## config.mk

```make
export PLATFORM = sky130hd
export DESIGN_NAME = guard_remove_flat
export DESIGN_NICKNAME = d
export VERILOG_FILES = /design/src/rtl/guard_remove_if.sv /design/src/rtl/guard_remove.sv /design/src/flat_wrapper.sv
export SDC_FILE = /design/constraint.sdc
export NUM_CORES = 1
export LEC_CHECK = 0
export CAP_MARGIN = 5
export CORE_UTILIZATION = 45
export DETAILED_ROUTE_END_ITERATION = 6
export HOLD_SLACK_MARGIN = 0.08
export PLACE_DENSITY = 0.7
export SLEW_MARGIN = 20
export SYNTH_ARGS = -nofsm -noshare
export SYNTH_HDL_FRONTEND = slang
export SYNTH_SLANG_ARGS = --single-unit
export TNS_END_PERCENT = 5
```

## constraint.sdc

```tcl
create_clock -name aclk -period 5.6 [get_ports aclk]
set_input_delay 1.12 -clock aclk [delete_from_list [all_inputs] [get_ports aclk]]
set_output_delay 1.12 -clock aclk [all_outputs]
set_load 0.01 [all_outputs]
```

## src/rtl/guard_remove_if.sv

```systemverilog
// AXI-Stream link used on both sides of guard_remove.
//   tdata  : 32-bit sample, I in [15:0], Q in [31:16]
//   tvalid : beat valid (master -> slave)
//   tlast  : last beat of the frame (master -> slave)
//   tready : slave can accept (slave -> master)
interface guard_remove_if;
    logic [31:0] tdata;
    logic        tvalid;
    logic        tlast;
    logic        tready;

    modport master (output tdata, output tvalid, output tlast, input tready);
    modport slave  (input tdata, input tvalid, input tlast, output tready);
endinterface

```

## src/rtl/guard_remove.sv

```systemverilog
// guard_remove: receive-side guard/cyclic-prefix remover for an OFDM sample stream.
// Frame layout: preamble, then repeated [guard, CP, FFT body] symbols. Guard samples
// are always dropped, CP samples are dropped when stripping, everything else is
// forwarded through one output register stage.
// Ports:
//   aclk, aresetn   : clock, synchronous active-low reset
//   s_axis          : received sample stream (slave)
//   m_axis          : forwarded sample stream (master)
//   i_guard_cycles  : guard samples per symbol (0 = none)
//   i_nfft          : FFT body length minus 1
//   i_cp_len        : 0 = no CP, otherwise CP length minus 1
//   i_strip_cp      : 1 drops the CP, 0 forwards it
//   o_sym_cnt       : completed symbols in the current frame (saturating)
//   o_err_tlast     : one-cycle pulse when an input tlast lands on a dropped sample
module guard_remove #(
    parameter int unsigned g_ILA          = 0,
    parameter int unsigned g_PREAMBLE_LEN = 4096
) (
    input  logic            aclk,
    input  logic            aresetn,
    guard_remove_if.slave   s_axis,
    guard_remove_if.master  m_axis,
    input  logic [31:0]     i_guard_cycles,
    input  logic [13:0]     i_nfft,
    input  logic [11:0]     i_cp_len,
    input  logic            i_strip_cp,
    output logic [15:0]     o_sym_cnt,
    output logic            o_err_tlast
);

    typedef enum logic [1:0] {
        S_PRE   = 2'd0,
        S_GUARD = 2'd1,
        S_CP    = 2'd2,
        S_BODY  = 2'd3
    } state_t;

    // Counter load for the preamble; unused when there is no preamble.
    localparam logic [31:0] PRE_LOAD = (g_PREAMBLE_LEN == 32'd0) ? 32'd0 : 32'(g_PREAMBLE_LEN - 32'd1);

    function automatic logic [15:0] sat_inc(input logic [15:0] v);
        return (v == 16'hFFFF) ? v : v + 16'd1;
    endfunction

    state_t      state_r, state_nx_s, cur_state_s, entry_g_state_s, entry_c_state_s;
    logic [31:0] cnt_r, cnt_nx_s, cur_cnt_s, entry_g_cnt_s, entry_c_cnt_s;
    logic        frame_start_r, frame_start_nx_s;
    logic        clr_pend_r, clr_pend_nx_s;
    logic [31:0] guard_r, cfg_guard_s;
    logic [13:0] nfft_r, cfg_nfft_s;
    logic [11:0] cp_r, cfg_cp_s;
    logic        strip_r, cfg_strip_s;
    logic [15:0] sym_cnt_r, sym_nx_s, sym_base_s;
    logic        err_r, err_nx_s;
    logic [31:0] m_data_r, m_data_nx_s;
    logic        m_valid_r, m_valid_nx_s;
    logic        m_last_r, m_last_nx_s;
    logic        s_ready_s, acc_s, fwd_s, last_beat_s;

    assign s_ready_s     = ~m_valid_r | m_axis.tready;
    assign s_axis.tready = s_ready_s;
    assign m_axis.tdata  = m_data_r;
    assign m_axis.tvalid = m_valid_r;
    assign m_axis.tlast  = m_last_r;
    assign o_sym_cnt     = sym_cnt_r;
    assign o_err_tlast   = err_r;

    // Next-state, counter, symbol count and output-register update
    always_comb begin
        // The first beat of a frame uses the live config; later beats the latched copy.
        cfg_guard_s = frame_start_r ? i_guard_cycles : guard_r;
        cfg_nfft_s  = frame_start_r ? i_nfft         : nfft_r;
        cfg_cp_s    = frame_start_r ? i_cp_len       : cp_r;
        cfg_strip_s = frame_start_r ? i_strip_cp     : strip_r;

        // First non-empty state reached when entering the guard (body is never empty).
        if (cfg_guard_s != 32'd0) begin
            entry_g_state_s = S_GUARD;
            entry_g_cnt_s   = cfg_guard_s - 32'd1;
        end else if (cfg_cp_s != 12'd0) begin
            entry_g_state_s = S_CP;
            entry_g_cnt_s   = {20'd0, cfg_cp_s};
        end else begin
            entry_g_state_s = S_BODY;
            entry_g_cnt_s   = {18'd0, cfg_nfft_s};
        end

        // First non-empty state reached when entering the CP.
        if (cfg_cp_s != 12'd0) begin
            entry_c_state_s = S_CP;
            entry_c_cnt_s   = {20'd0, cfg_cp_s};
        end else begin
            entry_c_state_s = S_BODY;
            entry_c_cnt_s   = {18'd0, cfg_nfft_s};
        end

        // Without a preamble the frame's first beat already belongs to the guard
        // (or later), which is only known once the live config is visible.
        if (frame_start_r && (g_PREAMBLE_LEN == 32'd0)) begin
            cur_state_s = entry_g_state_s;
            cur_cnt_s   = entry_g_cnt_s;
        end else begin
            cur_state_s = state_r;
            cur_cnt_s   = cnt_r;
        end

        fwd_s       = (cur_state_s == S_PRE) | (cur_state_s == S_BODY) |
                      ((cur_state_s == S_CP) & ~cfg_strip_s);
        acc_s       = s_axis.tvalid & s_ready_s;
        last_beat_s = (cur_cnt_s == 32'd0);
        sym_base_s  = clr_pend_r ? 16'd0 : sym_cnt_r;

        state_nx_s       = state_r;
        cnt_nx_s         = cnt_r;
        frame_start_nx_s = frame_start_r;
        clr_pend_nx_s    = 1'b0;
        sym_nx_s         = sym_base_s;
        err_nx_s         = 1'b0;

        if (acc_s) begin
            frame_start_nx_s = 1'b0;
            if (s_axis.tlast) begin
                // Frame ends on any state; a full body on this beat still counts.
                state_nx_s       = S_PRE;
                cnt_nx_s         = PRE_LOAD;
                frame_start_nx_s = 1'b1;
                clr_pend_nx_s    = 1'b1;
                err_nx_s         = ~fwd_s;
                if ((cur_state_s == S_BODY) && last_beat_s) begin
                    sym_nx_s = sat_inc(sym_base_s);
                end else begin
                    sym_nx_s = sym_base_s;
                end
            end else if (last_beat_s) begin
                case (cur_state_s)
                    S_PRE: begin
                        state_nx_s = entry_g_state_s;
                        cnt_nx_s   = entry_g_cnt_s;
                    end
                    S_GUARD: begin
                        state_nx_s = entry_c_state_s;
                        cnt_nx_s   = entry_c_cnt_s;
                    end
                    S_CP: begin
                        state_nx_s = S_BODY;
                        cnt_nx_s   = {18'd0, cfg_nfft_s};
                    end
                    S_BODY: begin
                        state_nx_s = entry_g_state_s;
                        cnt_nx_s   = entry_g_cnt_s;
                        sym_nx_s   = sat_inc(sym_base_s);
                    end
                    default: begin
                        state_nx_s = S_PRE;
                        cnt_nx_s   = PRE_LOAD;
                    end
                endcase
            end else begin
                state_nx_s = cur_state_s;
                cnt_nx_s   = cur_cnt_s - 32'd1;
            end
        end else begin
            state_nx_s = state_r;
            cnt_nx_s   = cnt_r;
        end

        // Output register: load on a forwarded beat, drain on tready, else hold.
        if (acc_s && fwd_s) begin
            m_data_nx_s  = s_axis.tdata;
            m_valid_nx_s = 1'b1;
            m_last_nx_s  = s_axis.tlast;
        end else if (m_axis.tready) begin
            m_data_nx_s  = m_data_r;
            m_valid_nx_s = 1'b0;
            m_last_nx_s  = 1'b0;
        end else begin
            m_data_nx_s  = m_data_r;
            m_valid_nx_s = m_valid_r;
            m_last_nx_s  = m_last_r;
        end
    end

    // State, counter, config latch and output registers
    always_ff @(posedge aclk) begin
        if (!aresetn) begin
            state_r       <= S_PRE;
            cnt_r         <= PRE_LOAD;
            frame_start_r <= 1'b1;
            clr_pend_r    <= 1'b0;
            guard_r       <= 32'd0;
            nfft_r        <= 14'd0;
            cp_r          <= 12'd0;
            strip_r       <= 1'b0;
            sym_cnt_r     <= 16'd0;
            err_r         <= 1'b0;
            m_data_r      <= 32'd0;
            m_valid_r     <= 1'b0;
            m_last_r      <= 1'b0;
        end else begin
            state_r       <= state_nx_s;
            cnt_r         <= cnt_nx_s;
            frame_start_r <= frame_start_nx_s;
            clr_pend_r    <= clr_pend_nx_s;
            if (acc_s && frame_start_r) begin
                guard_r <= i_guard_cycles;
                nfft_r  <= i_nfft;
                cp_r    <= i_cp_len;
                strip_r <= i_strip_cp;
            end else begin
                guard_r <= guard_r;
                nfft_r  <= nfft_r;
                cp_r    <= cp_r;
                strip_r <= strip_r;
            end
            sym_cnt_r     <= sym_nx_s;
            err_r         <= err_nx_s;
            m_data_r      <= m_data_nx_s;
            m_valid_r     <= m_valid_nx_s;
            m_last_r      <= m_last_nx_s;
        end
    end

    generate
        if (g_ILA != 0) begin : g_ila
            // Debug probe bundle for the logic analyzer core: state, counters, both handshakes
            logic [89:0] probe_r;
            // Registered probe capture to keep the tap off the datapath timing
            always_ff @(posedge aclk) begin
                probe_r <= {state_r, cnt_r, sym_cnt_r, err_r,
                            s_axis.tvalid, s_ready_s, s_axis.tlast,
                            m_valid_r, m_axis.tready, m_last_r, m_data_r[31:16]};
            end
        end
    endgenerate

endmodule

```

## src/flat_wrapper.sv

```systemverilog
// flat-port wrapper written by rule: the top's interface ports become plain ports
module guard_remove_flat 
#(
    parameter int unsigned g_ILA          = 0,
    parameter int unsigned g_PREAMBLE_LEN = 4096
)
  (aclk, aresetn, i_guard_cycles, i_nfft, i_cp_len, i_strip_cp, o_sym_cnt, o_err_tlast, s_axis_tdata, s_axis_tvalid, s_axis_tlast, s_axis_tready, m_axis_tdata, m_axis_tvalid, m_axis_tlast, m_axis_tready);
  guard_remove_if s_axis_i ();
  guard_remove_if m_axis_i ();
  input  logic aclk;
  input  logic aresetn;
  input  logic [31:0] i_guard_cycles;
  input  logic [13:0] i_nfft;
  input  logic [11:0] i_cp_len;
  input  logic i_strip_cp;
  output logic [15:0] o_sym_cnt;
  output logic o_err_tlast;
  input wire logic [$bits(s_axis_i.tdata)-1:0] s_axis_tdata;
  input wire logic [$bits(s_axis_i.tvalid)-1:0] s_axis_tvalid;
  input wire logic [$bits(s_axis_i.tlast)-1:0] s_axis_tlast;
  output wire logic [$bits(s_axis_i.tready)-1:0] s_axis_tready;
  output wire logic [$bits(m_axis_i.tdata)-1:0] m_axis_tdata;
  output wire logic [$bits(m_axis_i.tvalid)-1:0] m_axis_tvalid;
  output wire logic [$bits(m_axis_i.tlast)-1:0] m_axis_tlast;
  input wire logic [$bits(m_axis_i.tready)-1:0] m_axis_tready;
  assign s_axis_i.tdata = s_axis_tdata;
  assign s_axis_i.tvalid = s_axis_tvalid;
  assign s_axis_i.tlast = s_axis_tlast;
  assign s_axis_tready = s_axis_i.tready;
  assign m_axis_tdata = m_axis_i.tdata;
  assign m_axis_tvalid = m_axis_i.tvalid;
  assign m_axis_tlast = m_axis_i.tlast;
  assign m_axis_i.tready = m_axis_tready;
  guard_remove #(.g_ILA(g_ILA), .g_PREAMBLE_LEN(g_PREAMBLE_LEN)) u_core (.aclk(aclk), .aresetn(aresetn), .s_axis(s_axis_i), .m_axis(m_axis_i), .i_guard_cycles(i_guard_cycles), .i_nfft(i_nfft), .i_cp_len(i_cp_len), .i_strip_cp(i_strip_cp), .o_sym_cnt(o_sym_cnt), .o_err_tlast(o_err_tlast));
endmodule
```

# --- Word level (Yosys, flattened, before mapping) ---
# Cells that the tools add are included.
word_totals:
  register_bits: 146
  input_bits: 96
  output_inout_bits: 52
  word_cells: 66
classes:
  n_addsub: 3
  eq_ne: 4
  mux: 25
  bitwise: 8
  reduce_logical: 13
ops:
  columns: ["operator", "n"]
  rows:
  - ["$mux W32", 4]
  - ["$mux W16", 7]
  - ["$pmux W32 S3", 1]
  - ["$sub A32 B1 Y32 const B", 2]
  - ["$logic_not A32 Y1", 1]
  - ["$reduce_bool A32 Y1", 1]
  - ["$mux W14", 2]
  - ["$add A16 B1 Y16 const B", 1]
  - ["$eq A16 B16 Y1 const B", 1]
  - ["$mux W12", 1]
  - ["$reduce_bool A12 Y1", 1]
  - ["$mux W1", 6]
  - ["$mux W2", 3]
  - ["$pmux W2 S3", 1]
  - ["$eq A2 B2 Y1 const B", 2]
  - ["$reduce_and A2 Y1", 2]
  - ["$reduce_bool A2 Y1", 2]
  - ["$logic_and A1 B1 Y1", 3]
  - ["$not A1 Y1", 3]
  - ["$or A1 B1 Y1", 3]
  - ["$reduce_and A3 Y1", 1]
  - ["$and A1 B1 Y1", 2]
  - ["$eq A2 B1 Y1 const B", 1]
  - ["$logic_not A2 Y1", 1]
  - ["$reduce_or A2 Y1", 1]

# --- Depth between registers and ports, before layout ---
# Gate-level depths: netlist (run 1).
depth:
  word_depth: 7
  mapped_depth: 16
  ltp_nobuf: 9

# --- Worst setup path before layout (run 1) ---
# Ideal clock, no wire load.
synth_timing:
  path_type: "reg2reg"
  startpoint: "register u_core.frame_start_r"
  endpoint: "register u_core.cnt_r[9]"
  setup_ps: 70
  arrival_time_ps: 3514
  t_required_ps: 5530
  setup_slack_ps: 2016
  path_stages_with_launch: 17
  path_buffers: 8
  synth_period_minus_slack_ps: 3584
  cell_sequence: "dfxtp_1 > buf_4 > buf_4 > buf_2 > buf_2 > buf_2 > buf_1 > mux2i_1 > ha_1 > o21ai_0 > nor4_1 > buf_4 > a41oi_2 > buf_2 > a211o_1 > o2111a_1 > a21oi_1"
synth_between:
  elab_chain_cells: 7
  word_cells_on_any_way: 11
  classes_between: "add/sub (1); mux (8); reduce/logical (2)"
synth_lines:
  columns: ["item", "line", "text"]
  rows:
  - ["start: declaration", "guard_remove.sv:47", "logic frame_start_r, frame_start_nx_s;"]
  - ["start signal: assignment", "guard_remove.sv:202", "frame_start_r <= frame_start_nx_s;"]
  - ["parallel branches: the longest is 4 deep, another holds $sub A32 B1 Y32", null, null]
  - ["$pmux W32 S3 *", "guard_remove.sv:135", "case (cur_state_s)"]
  - ["$mux W32 *", "guard_remove.sv:134", "end else if (last_beat_s) begin"]
  - ["$mux W32 *", "guard_remove.sv:122", "if (s_axis.tlast) begin"]
  - ["end signal: assignment", "guard_remove.sv:201", "cnt_r <= cnt_nx_s;"]
  - ["end: declaration", "guard_remove.sv:46", "logic [31:0] cnt_r, cnt_nx_s, cur_cnt_s, entry_g_cnt_s, entry_c_cnt_s;"]
# Every way passes the cells marked *.
# A chain may end at the register's enable or synchronous reset.

# --- Worst setup path after layout (run 1) ---
layout_timing:
  startpoint: "input i_guard_cycles[0]"
  endpoint: "register u_core.cnt_r[29]"
layout_between:
  elab_chain_cells: 6
  word_cells_on_any_way: 7
  classes_between: "add/sub (1); mux (5); reduce/logical (1)"
layout_lines:
  columns: ["item", "line", "text"]
  rows:
  - ["start: declaration", "flat_wrapper.sv:12", "input logic [31:0] i_guard_cycles;"]
  - ["$mux W32 *", "guard_remove.sv:71", "cfg_guard_s = frame_start_r ? i_guard_cycles : guard_r;"]
  - ["$sub A32 B1 Y32 or $reduce_bool A32 Y1 (tied branches)", "guard_remove.sv:79, guard_remove.sv:77", null]
  - ["$mux W32 *", "guard_remove.sv:77", "if (cfg_guard_s != 32'd0) begin"]
  - ["$pmux W32 S3 *", "guard_remove.sv:135", null]
  - ["$mux W32 *", "guard_remove.sv:134", null]
  - ["$mux W32 *", "guard_remove.sv:122", null]
# Every way passes the cells marked *; elsewhere a longest branch is shown, timed or not.

==> results of run 1 <==
cells in the final DEF, fill, tap and decap left out, types with 8 or more instances in the layout:
master           instances
nand2b_1                11
xor2_1                  26
nand2_1                228
nor3_1                  51
nor2_1                  63
a31oi_1                 10
xnor2_1                 16
mux2i_1                 42
nor4_1                  20
inv_1                    9
nor3b_1                 10
or4_1                    8
o21ai_0                 39
dfxtp_1                145
clkbuf_16               18
clkdlybuf4s50_1        147
nand4_1                 11
or3_1                   15
a211oi_1                11
a21oi_1                150
buf_4                   16
nand3_1                 21
worst paths after layout:
kind | start | endpoint | slack (ps) | cells past startpoint
min | u_core.m_axis.tdata[10]$_SDFFE_PN0P_ | u_core.m_axis.tdata[10]$_SDFFE_PN0P_ | 450 | 2
max | i_guard_cycles[0] | u_core.cnt_r[29]$_SDFFE_PN0P_ | 1590 | 10
max reg2reg | u_core.frame_start_r$_SDFFE_PN1P_ | u_core.cnt_r[29]$_SDFFE_PN0P_ | 1640 | 9
min reg2reg | u_core.m_axis.tdata[10]$_SDFFE_PN0P_ | u_core.m_axis.tdata[10]$_SDFFE_PN0P_ | 450 | 2
critical path, cell delays in order:
cell and delay, ps:
clkdlybuf4s50_1 510, mux2i_1 150, ha_1 280, o21ai_0 280
nor4_2 110, buf_4 210, a31oi_1 790, and2_1 410
nand2_2 180, o32ai_1 290
state kept, by name, indices dropped and copies added, names as in the netlist:
name / flops
u_core.frame_start_r: 1
u_core.strip_r: 1
u_core.m_axis.tvalid: 1
u_core.nfft_r: 14
u_core.cnt_r: 32
u_core.m_axis.tdata: 32
u_core.clr_pend_r: 1
u_core.m_axis.tlast: 1
u_core.cur_state_s: 2
u_core.o_sym_cnt: 16
u_core.cp_r: 12
u_core.guard_r: 32
u_core.o_err_tlast: 1
power by group:
| group | switching (W) | total, W | leakage (nW) | internal [W] |
|---|---|---|---|---|
| Clock | 0.000499 | 0.00112 | 0.279 | 0.000619 |
| Combinational | 0.000226 | 0.000415 | 2.38 | 0.000189 |
| Sequential | 0.0000465 | 0.00113 | 1.19 | 0.00108 |
| Total | 0.000771 | 0.00266 | 3.85 | 0.00189 |
cells by family after synthesis:
group                    after synthesis
XOR/XNOR                              42
AND/OR/NAND/NOR                      480
buffers and inverters                 81
multiplexers                          49
adder cells (fa/ha/maj)                7
AO/OA/AOI/OAI                        286
flip-flops                           146
metrics by stage:
stage | instance area (um2) | util (%) | total power [W] | setup slack (ps) | instances
2_1_floorplan | 8240 | - | 0.00137 | 2020 | 1091
3_3_place_gp | 9840 | 54.8 | 0.00156 | 1330 | 1413
3_5_place_dp | 9840 | 54.8 | 0.00156 | 1160 | 1413
4_1_cts | 10400 | 58.0 | 0.00268 | 1600 | 1445
5_1_grt | 10400 | 58.0 | 0.00276 | 1360 | 1445
6_report | 10400 | 58.0 | 0.00266 | 1590 | 1445
layer usage:
layer  global-route usage, %  vias to the layer above  share of wire (%)
li1                        -                     4146                  -
met1                    36.3                     3969                 45
met2                    41.3                      310                 47
met3                    4.82                       26                6.7
met4                    7.08                        0                1.1
met5                       0                        -                  0
area by class of cell:
class	instances	area [um2]
Clock buffer	19	464
Clock inverter	13	110
Fill cell	1681	7550
Inverter	11	42.5
Multi-Input combinational cell	864	5000
Sequential cell	146	2930
Tap cell	229	287
Timing Repair Buffer	163	1590
==> results.json, run 1 <==
{
  "fin_skew_ps": 14.1,
  "dr.pass1.iters": 5,
  "finalHoldViolCount": 0,
  "drive_gt1_share_pct": 6.50,
  "drtAntennaViolNets": 0,
  "cts_resized": 0,
  "drv_cap": 0,
  "yosys.area.top_type": "dfxtp_1",
  "clockBufferDepth": 2,
  "hold_slack_ps": 454,
  "synth-edff-count": 0,
  "hold_buffers": 0,
  "setup_violations": 0,
  "synth_top_flop_cell": "dfxtp_1",
  "vias_per_cell": 5.85,
  "fp.dieW_um": 137,
  "cts_sinks": 146,
  "antenna_found_initial": 0,
  "synth_simple_gate_area_share_pct": 27.8,
  "clk_latency_ps": 430,
  "place.gp.congestion": 0.876,
  "grt_pass1_vias": 7394,
  "max_freq_ghz": 0.250,
  "synthAdderAreaFrac_pct": 1.06,
  "drt_iter0_markers": 756,
  "syn_area_per_cell_um2": 7.55,
  "p_leak_nw": 3.85,
  "setup_tns_ps": 0,
  "grt-ovfl-total": 0,
  "synthTopCellsByCount": "nand2_1 (229), a21oi_1 (150), dfxtp_1 (146)",
  "tightest_slew_ps": 974,
  "die-area_mm2": 0.0188,
  "port_buffers": 147,
  "dp_hpwl_um": 17400,
  "yosys_warnings": 0,
  "synthDistinctLibCells": 76,
  "core_area_mm2": 0.0180,
  "drt-total-wl_um": 24900,
  "path_max_fanout": 13,
  "syn_to_final_growth_pct": 26.5,
  "ys_seq_elements": 146,
  "grt_pass1_wl_um": 38800,
  "min_period_ps": 4010,
  "netlist_instances": 1091,
  "fp.dieH_um": 137,
  "power_density_mw_per_mm2": 256,
  "antennaDiodeCount": 0,
  "wl_per_cell_um": 17.2,
  "startpoint_type": "input port",
  "hold_class": "reg -> reg",
  "synth_fp_nets": 1194,
  "end_kind": "flip-flop",
  "muxShareOfSynthArea_pct": 6.06,
  "cts_setup_buffers": 0,
  "root_buffer": "clkbuf_16",
  "worstPathRequired_ps": 5930,
  "synth_area_leaders": "dfxtp_1 (35%), nand2_1 (10%), a21oi_1 (9.1%)",
  "yosysMostFrequentCell": "nand2_1",
  "outcome": "complete, no violations",
  "grt_max_degree": 87,
  "rsz0062_at_grt": "no",
  "slew_headroom_pct": 34.8,
  "h-tree-depth": 4,
  "initial_utilization_pct": 45.8,
  "path_clk_slew_ps": 70,
  "synth_top_family_by_area": "simple AND/OR/NAND/NOR gates",
  "worstPathArrival_ps": 4340,
  "cts_made_buffers": 17,
  "finalNetCount": 1306,
  "io-pin-count": 148,
  "synth.top_cell.area_share_pct": 35.5,
  "synth-xor-area-share_pct": 4.47,
  "seq_area_frac_synth_pct": 35.5,
  "drc": 0,
  "critical_path_class": "in -> reg",
  "syn_area_mm2": 0.00824,
  "fin_crit_sh_pct": 71.5,
  "synthArstFlopShare_pct": 0,
  "grtUsageTotal_pct": 26.1,
  "ir_worst_vdd_uv": 216,
  "cts_tree": "done",
  "slew_violations": 0,
  "num_vias": 8451,
  "synth_compound_area_share_pct": 21.0,
  "row_count": 49
}
No activity file was read; power rests on OpenSTA's default activity.
==> inputs of run 2 (changes only) <==
- PLACE_DENSITY: 0.7 -> 0.73
- clock period: 5.6 -> 3.4 ns (I/O delays scaled with it)
==> run 2 against run 1 <==
Net effect:
- first-iteration DRC count is the same
- worst hold slack got worse by 1.3 ps
- worst setup slack lost 1300 ps
- design area increased by 2.2%
- via count is 2.3% higher
- sequential power grew 64%
- cell count rose by 1.8%
==> results.json, run 2 (synthesized netlist as in run 1, its figures left out) <==
{
  "root_buffer": "clkbuf_16",
  "drive_gt1_share_pct": 8.45,
  "fin_skew_ps": 7.09,
  "fp.dieW_um": 137,
  "placed_cell_area_mm2": 0.0101,
  "row_count": 49,
  "cts_resized": 0,
  "die-area_mm2": 0.0188,
  "cts_sinks": 146,
  "stdcell_count": 1471,
  "antennaDiodeCount": 0,
  "slew_violations": 0,
  "clockBufferDepth": 2,
  "finalHoldViolCount": 0,
  "vias_per_cell": 5.88,
  "grtUsageTotal_pct": 27.2,
  "drt_iter0_markers": 756,
  "outcome": "complete, no violations",
  "wl_per_cell_um": 17.5,
  "drt-total-wl_um": 25700,
  "drtAntennaViolNets": 0,
  "min_period_ps": 3140,
  "setup_violations": 0,
  "setup_tns_ps": 0,
  "num_vias": 8645,
  "tightest_slew_ps": 935,
  "design_area_mm2": 0.0106,
  "dr.pass1.iters": 5,
  "final_cell_mix": "nand2_1 (228), a21oi_1 (150), clkdlybuf4s50_1 (147)",
  "fin_crit_sh_pct": 92.4,
  "met3_wirelength_um": 1880,
  "drc": 0,
  "final_common_cell": "nand2_1",
  "grt_pass1_vias": 7749,
  "cts_setup_buffers": 0,
  "worstPathArrival_ps": 3440,
  "place.gp.congestion": 0.976,
  "h-tree-depth": 4,
  "p_leak_nw": 3.98,
  "grt-ovfl-total": 0,
  "dp_hpwl_um": 18400,
  "syn_to_final_growth_pct": 29.3,
  "ir_worst_vdd_uv": 370,
  "cts_made_buffers": 17,
  "clk_latency_ps": 430,
  "startpoint_type": "flip-flop",
  "hold_buffers": 0,
  "grt_max_degree": 79,
  "end_kind": "flip-flop",
  "cts_tree": "done",
  "initial_utilization_pct": 45.8,
  "drv_cap": 0,
  "fp.dieH_um": 137,
  "wl_met2_um": 12200,
  "hold_class": "reg -> reg",
  "path_clk_slew_ps": 70,
  "power_density_mw_per_mm2": 418,
  "core_area_mm2": 0.0180,
  "top_layer_used": "met4",
  "m1WireLength_um": 11300,
  "final.fill_count": 1716,
  "finalNetCount": 1332,
  "dp_cells": 1439,
  "path_max_fanout": 35,
  "antenna_found_initial": 0,
  "critical_path_class": "reg -> reg",
  "io-pin-count": 148,
  "grt_pass1_wl_um": 40200,
  "max_freq_ghz": 0.318,
  "rsz0062_at_grt": "no",
  "slew_headroom_pct": 37.6,
  "port_buffers": 147,
  "worstPathRequired_ps": 3700
}
## run 2: path summary, 6_finish.rpt
path	startpoint	to	slack [ps]	depth (start not counted)
hold reg to reg	u_core.m_axis.tdata[27]$_SDFFE_PN0P_	u_core.m_axis.tdata[27]$_SDFFE_PN0P_	450	2
setup reg to reg	u_core.frame_start_r$_SDFFE_PN1P_	u_core.cnt_r[0]$_SDFFE_PN1P_	260	9
setup / recovery	u_core.frame_start_r$_SDFFE_PN1P_	u_core.cnt_r[0]$_SDFFE_PN1P_	260	9
hold / removal	u_core.m_axis.tdata[27]$_SDFFE_PN0P_	u_core.m_axis.tdata[27]$_SDFFE_PN0P_	450	2
## run 2: power by group
part / total, W / switching (W) / internal (W)
logic: 0.000724 / 0.000392 / 0.000332
registers: 0.00185 / 0.0000655 / 0.00178
clock network: 0.00188 / 0.000832 / 0.00105
total: 0.00446 / 0.00129 / 0.00317
## run 2: metrics by stage
step | setup WS (ps) | hold WS, ps | util (%) | total power [W]
2_1_floorplan | 65.9 | 434 | - | 0.00226
3_3_place_gp | 59.8 | 440 | 56.0 | 0.00259
3_5_place_dp | 2.01 | 444 | 56.0 | 0.00260
4_1_cts | 322 | 454 | 59.3 | 0.00447
5_1_grt | 6.82 | 470 | 59.3 | 0.00462
6_report | 257 | 452 | 59.3 | 0.00446
## run 2: worst max-delay path, stage by stage, from the launching register on
cell and delay, ps:
dfxtp_4 640, buf_12 230, buf_4 220, or3_1 200, o2bb2a_1 260, o211a_1 180, a41oi_2 600, nor3_1 140
a2111oi_0 460, a21oi_1 70
## run 2: routing by layer
layer  track usage, %  up-vias
li1                 -     4201
met3             5.30       42
met1             36.7     4071
met5                0        -
met4             8.18        0
met2             43.7      331
## run 2: area by class of cell
cell class	instances	area, um2	share of cell area (%)
Clock buffer	18	439	4.12
Clock inverter	14	145	1.36
Inverter	11	42.5	0.400
Multi-Input combinational cell	864	5000	46.9
Sequential cell	146	2930	27.5
Tap cell	229	287	2.69
Timing Repair Buffer	189	1810	17.0
